### src/rtl/vector_mem_sequencer.sv
// vector_mem_sequencer
// Sequences scalar or LANES-wide vector loads/stores onto a single-port,
// one-word-per-cycle data memory and stalls the pipeline while doing so.
//
// Build option: define VMS_STRIDE_EN to add the stride port. Without it the
// elements are consecutive words (stride fixed at 1).
//
// Ports
//   clk, rst        clock, asynchronous active-high reset
//   start           one-cycle request strobe (accepted only when idle)
//   isStore         1 = store, 0 = load
//   isVector        1 = LANES elements, 0 = one element
//   baseAddr        word address of element 0
//   stride          word distance between elements (VMS_STRIDE_EN only)
//   storeData       store operands, lane i at [32i+31:32i]
//   memReadData     combinational read data from memory
//   memAddress      word address to memory (0 outside an access)
//   memWriteEnable  write strobe (memory commits on the falling edge)
//   memWriteData    write data (0 outside an access)
//   busy            stall request, high while accessing and in the done cycle
//   done            one-cycle completion pulse
//   loadData        assembled load result, same lane layout as storeData
module vector_mem_sequencer #(
    parameter int unsigned LANES = 4
) (
    input  logic                  clk,
    input  logic                  rst,
    input  logic                  start,
    input  logic                  isStore,
    input  logic                  isVector,
    input  logic [31:0]           baseAddr,
`ifdef VMS_STRIDE_EN
    input  logic [31:0]           stride,
`endif
    input  logic [LANES*32-1:0]   storeData,
    input  logic [31:0]           memReadData,
    output logic [31:0]           memAddress,
    output logic                  memWriteEnable,
    output logic [31:0]           memWriteData,
    output logic                  busy,
    output logic                  done,
    output logic [LANES*32-1:0]   loadData
);

    localparam int unsigned DATA_W = LANES * 32;
    localparam int unsigned IDX_W  = (LANES > 1) ? $clog2(LANES) : 1;

    typedef enum logic [1:0] {
        IDLE   = 2'd0,
        ACCESS = 2'd1,
        DONE   = 2'd2
    } state_t;

    state_t              state;
    logic                store_q;
    logic [31:0]         stride_q;
    logic [DATA_W-1:0]   store_data_q;
    logic [IDX_W-1:0]    idx;
    logic [IDX_W-1:0]    last_idx;
    logic [31:0]         eff_stride;
    logic [DATA_W-1:0]   store_shift;

`ifdef VMS_STRIDE_EN
    assign eff_stride = stride;
`else
    assign eff_stride = 32'd1;
`endif

    // Remaining store lanes move down so the next element is always lane 0.
    assign store_shift = DATA_W'(store_data_q >> 32);

    // Sequencer: memory-side outputs are registered one edge ahead so they are
    // stable for the whole access cycle they belong to.
    always_ff @(posedge clk or posedge rst) begin
        if (rst) begin
            state          <= IDLE;
            store_q        <= 1'b0;
            stride_q       <= 32'd0;
            store_data_q   <= '0;
            idx            <= '0;
            last_idx       <= '0;
            memAddress     <= 32'd0;
            memWriteEnable <= 1'b0;
            memWriteData   <= 32'd0;
            busy           <= 1'b0;
            done           <= 1'b0;
            loadData       <= '0;
        end else begin
            case (state)
                IDLE: begin
                    done <= 1'b0;
                    if (start) begin
                        state          <= ACCESS;
                        busy           <= 1'b1;
                        store_q        <= isStore;
                        stride_q       <= eff_stride;
                        store_data_q   <= storeData;
                        idx            <= '0;
                        last_idx       <= isVector ? IDX_W'(LANES - 1) : '0;
                        memAddress     <= baseAddr;
                        memWriteEnable <= isStore;
                        memWriteData   <= isStore ? storeData[31:0] : 32'd0;
                        if (!isStore) begin
                            loadData <= '0;
                        end
                    end
                end

                ACCESS: begin
                    if (!store_q) begin
                        for (int unsigned i = 0; i < LANES; i++) begin
                            if (idx == IDX_W'(i)) begin
                                loadData[32*i +: 32] <= memReadData;
                            end
                        end
                    end
                    if (idx == last_idx) begin
                        state          <= DONE;
                        done           <= 1'b1;
                        memAddress     <= 32'd0;
                        memWriteEnable <= 1'b0;
                        memWriteData   <= 32'd0;
                    end else begin
                        idx          <= IDX_W'(idx + IDX_W'(1));
                        // Running sum equals base + idx*stride modulo 2^32.
                        memAddress   <= memAddress + stride_q;
                        store_data_q <= store_shift;
                        memWriteData <= store_q ? store_shift[31:0] : 32'd0;
                    end
                end

                DONE: begin
                    state <= IDLE;
                    done  <= 1'b0;
                    busy  <= 1'b0;
                end

                default: begin
                    state <= IDLE;
                end
            endcase
        end
    end

endmodule

### config.mk
export PLATFORM = sky130hd
export DESIGN_NAME = vector_mem_sequencer
export DESIGN_NICKNAME = d
export VERILOG_FILES = /design/src/rtl/vector_mem_sequencer.sv
export SDC_FILE = /design/constraint.sdc
export NUM_CORES = 1
export LEC_CHECK = 0
export BUFFER_PORTS_ARGS = -buffer_cell sky130_fd_sc_hd__buf_2
export CAP_MARGIN = 30
export CORE_ASPECT_RATIO = 0.5
export CORE_MARGIN = 4
export CORE_UTILIZATION = 55
export DETAILED_ROUTE_END_ITERATION = 10
export PLACE_DENSITY = 0.85
export SLEW_MARGIN = 20
export SYNTH_ARGS = -nofsm -noshare
export SYNTH_HDL_FRONTEND = slang
export SYNTH_SLANG_ARGS = --single-unit
### constraint.sdc
create_clock -name clk -period 23.3 [get_ports clk]
set_input_delay 1.165 -clock clk [delete_from_list [all_inputs] [get_ports clk]]
set_output_delay 1.165 -clock clk [all_outputs]
set_load 0.01 [all_outputs]
==> flow_results.org <==
** Route
- Via density per instance :: 5.63
- Violation count after the first detailed-route iteration :: 1108
- After detailed routing, the total wire length is 37000 µm.
- In the routed design, unresolved DRC markers number 0.
- Avg WL per Cell :: 18.7 µm
- Once detail routing completed, the nets flagged for antenna violations numbered 0.
- Number of vias in the routed layout :: 11100
- Drt pass-1 iters :: 5

** Place
- Buffers added on ports :: 391
- Placement-stage worst setup slack :: 20.20 ns
- Once placement completed, the tool counted placed cells totaling 1924.
- Final GP Congestion :: 0.873
- Detailed placement HPWL :: 25700 µm
- Once placement finished, the instance area stood at 14900 µm².

** STA
- Worst hold-check slack :: 0.479 ns
- Final period utilization :: 12.0%
- Clock skew after layout :: 0.0135 ns
- The routed design could run at a clock period as short as 2.79 ns.
- After routing, the total negative slack on setup checks comes to 0 ns.
- Slew Limit Fails :: 0
- Setup repair after global routing left no endpoint under its margin.
- Fmax :: 358 MHz
- Max_slew headroom :: 37.3%
- Final hold viol count :: 0
- At the pin with the least slew margin, the transition time is 0.933 ns.
- Count of final setup violators :: 0
- Once routing completed, OpenROAD measured the worst setup slack at 20.51 ns.

** Yosys
- Main area contributors after synthesis :: sky130_fd_sc_hd__dfrtp_1 59%, sky130_fd_sc_hd__nand2_1 9.4%, sky130_fd_sc_hd__o21ai_0 9.0%, sky130_fd_sc_hd__mux2i_1 5.1%, sky130_fd_sc_hd__nor2_1 2.4%
- Most common cell in the synthesized netlist :: sky130_fd_sc_hd__nand2_1
- Synthesized Nets :: 1508
- The Yosys step of the flow raised 0 warnings.
- Most used flip-flop cell after synthesis :: sky130_fd_sc_hd__dfrtp_1
- The synthesized design spends more area on one cell type than any other, namely sky130_fd_sc_hd__dfrtp_1.
- Yosys top cell area share :: 58.6%
- A synthesized cell averages 9.75 µm².
- Ranking of synthesized cells by instance count :: 320 x sky130_fd_sc_hd__nand2_1, 298 x sky130_fd_sc_hd__dfrtp_1, 229 x sky130_fd_sc_hd__o21ai_0, 82 x sky130_fd_sc_hd__nor2_1, 74 x sky130_fd_sc_hd__clkbuf_1
- Post-synthesis sequential area ratio :: 58.6%
- In the synthesized netlist, the number of instances is 1305.
- Post-synthesis cell area :: 12700 µm²
- Counting distinct cell types in the post-synthesis netlist gives 53.
- Share of flip-flops with an asynchronous set or reset after synthesis :: 100%
- Number of synthesized flops with an enable pin :: 0
- The synthesized design contains 298 register bits.

** GRT
- Across every metal layer, demand over resource in global routing totals 27.6%.
- Number of antenna violations at the first check in global routing :: 4
- The via count of the first global-routing pass came to 11000.
- Largest net degree at the start of global routing :: 143
- Global-route wire length before repair :: 58000 µm
- GRT overflow :: 0

** CTS
- The clock net in this run drives a total of 298 sinks.
- In this run, post-CTS repair resized a total of 0 instances.
- In this run the number of H-tree levels came out at 1.
- TritonCTS built the clock tree.
- No sink is reached through more buffers than the 3 on the longest clock path.
- Hold-fix buffers at CTS :: 0
- After clock tree synthesis, the setup repair step added 0 buffers.
- The tree is rooted in a sky130_fd_sc_hd__clkbuf_16.
- In this run, CTS created clock tree buffers numbering 26.
- For the worst-skew pair, the clock arrives at the later sink with an insertion delay of 0.53 ns.
- Clock-pin slew reported for the worst setup and hold paths after clock tree synthesis :: 0.07 ns

** Setup path
- Nature of the critical path startpoint :: register
- Worst EP arrival :: 3.18 ns
- Of all nets on the critical path, the largest fanout is 70.
- Reg-to-reg critical path startpoint :: state[1]
- STA classifies the critical path endpoint as a register.
- The most critical setup path has its startpoint at state[1].
- The setup path with the least slack is of type register to register.
- Required arrival time at the worst endpoint :: 23.68 ns

** Floorplanning
- After floorplanning, the core was divided into 39 placement rows.
- I/O Pins :: 392
- From left edge to right edge, the die measures 223 µm.
- DIE AREA :: 25800 µm²
- After floorplanning, the core was sized to cover 22800 µm².
- The die is 116 µm tall.
- Initial core utilization :: 55.8%

** Pwr
- Total power density per cell area :: 157 nW/µm²
- Of the total power, the clock network draws 18.0%.
- VDD sags by at most 0.135 mV.
- Relative contribution of combinational cells to total power :: 45.2%
- Total power draw :: 2.50 mW
- The analysis attributes to cell leakage a power of 8.16 nW.
- The analysis attributes to net switching a power of 1.10 mW.
- Registers are responsible for 36.8% of the overall power.
- Cell internal power was estimated by the tool at 1.41 mW.
- Fraction of power spent switching nets :: 43.8%

** Layout
- Measured on the finished design, the core utilization comes to 69.9%.
- Total number of nets in the final design :: 1852
- Layout cells sized above 1 :: 28.7%
- From synthesis to final layout, the design area changed by 25.2%.
- Leaving out filler cells and counting taps, the final layout contains 1980.
- After routing the design area is 15900 µm².

** Worst hold path
- Min-Delay Path Class :: register to register
- Hold Startpoint :: loadData[118]

** Run status
- The run finished with clean final reports.

** Flow run
- Max-cap violations in this run came to 0.
==> cells in the final DEF, fill, tap and decap left out, types with 4 or more instances in the layout <==
cell	Yosys	routed
sky130_fd_sc_hd__buf_2	15	391
sky130_fd_sc_hd__nand2_1	320	320
sky130_fd_sc_hd__dfrtp_1	298	298
sky130_fd_sc_hd__o21ai_0	229	229
sky130_fd_sc_hd__nor2_1	82	78
sky130_fd_sc_hd__mux2i_1	65	65
sky130_fd_sc_hd__nand3_1	47	47
sky130_fd_sc_hd__a221oi_1	32	32
sky130_fd_sc_hd__clkbuf_16	0	27
sky130_fd_sc_hd__a21oi_1	14	14
sky130_fd_sc_hd__buf_4	0	13
sky130_fd_sc_hd__nand4_1	9	9
sky130_fd_sc_hd__inv_1	8	7
sky130_fd_sc_hd__a22o_1	7	7
sky130_fd_sc_hd__and3_1	7	7
sky130_fd_sc_hd__and2_1	6	6
sky130_fd_sc_hd__ha_1	6	6
sky130_fd_sc_hd__diode_2	0	5
sky130_fd_sc_hd__o2bb2ai_1	5	5
sky130_fd_sc_hd__a31oi_1	5	5
sky130_fd_sc_hd__a22oi_1	5	5
sky130_fd_sc_hd__clkinv_2	0	5
sky130_fd_sc_hd__clkbuf_8	0	5
sky130_fd_sc_hd__a21o_1	4	4
sky130_fd_sc_hd__nor4_2	3	4
sky130_fd_sc_hd__o211ai_1	4	4
sky130_fd_sc_hd__nor3_1	4	4
sky130_fd_sc_hd__o21ai_4	0	4
sky130_fd_sc_hd__a41oi_1	4	4
sky130_fd_sc_hd__buf_16	0	4
==> critical path: stages (launching register included) <==
cell	delay, ns
sky130_fd_sc_hd__dfrtp_1	0.54
sky130_fd_sc_hd__nand2b_4	0.31
sky130_fd_sc_hd__buf_4	0.49
sky130_fd_sc_hd__or3_2	0.22
sky130_fd_sc_hd__buf_4	0.59
sky130_fd_sc_hd__a21oi_1	0.09
sky130_fd_sc_hd__o21ai_0	0.22
sky130_fd_sc_hd__o21ai_0	0.12
==> path summary, 6_finish.rpt <==
path                                  to  slack (ns)  depth (start not counted)
min reg2reg                loadData[118]        0.48                          2
max                        memAddress[8]       20.51                          7
min in group asynchronous   loadData[21]        0.61                          2
min                        loadData[118]        0.48                          2
max reg2reg                memAddress[8]       20.51                          7
max in group asynchronous  loadData[114]       21.09                          5
==> layer usage <==
| layer | vias up | routed length, µm | track usage, % |
|---|---|---|---|
| li1 | 5212 | - | - |
| met1 | 5417 | 15000 | 36.0 |
| met2 | 426 | 18400 | 48.0 |
| met3 | 84 | 2380 | 4.88 |
| met4 | 0 | 1180 | 8.90 |
| met5 | - | 0 | 0 |
==> flip-flops by register name, summed over array words and instances, names as in the netlist, 2 cells and up <==
signal        count
memWriteData     32
loadData        128
state             2
store_data_q     96
memAddress       32
idx               2
==> cells by family after synthesis <==
kind of cell             count (synthesis)  synth area share [%]
adder cells (fa/ha/maj)                  6                 0.590
multiplexers                            65                  5.11
AND/OR/NAND/NOR                        496                  16.6
flip-flops                             298                  58.6
AO/OA/AOI/OAI                          333                  15.5
buffers and inverters                  104                  3.33
XOR/XNOR                                 3                 0.207
==> area by class of cell <==
type                       instances  area (µm²)
tap                              307         384
timing repair buffer             412        2230
clock buffer                      35         756
sequential                       298        7460
antenna                            5        12.5
fill                            1659        6860
clock inverter                    12         129
inverter                           8        37.5
multi-input combinational        903        4920
==> power groups by stage <==
stage	logic (mW)	clock network, mW	registers [mW]
global placement	1.06	0	0.911
CTS	1.13	0.454	0.917
global route	1.27	0.479	0.946
floorplan	0.686	0	0.952
detailed placement	1.12	0	0.925
finish	1.13	0.450	0.921
Note: power is estimated with default switching activity, not from simulation.
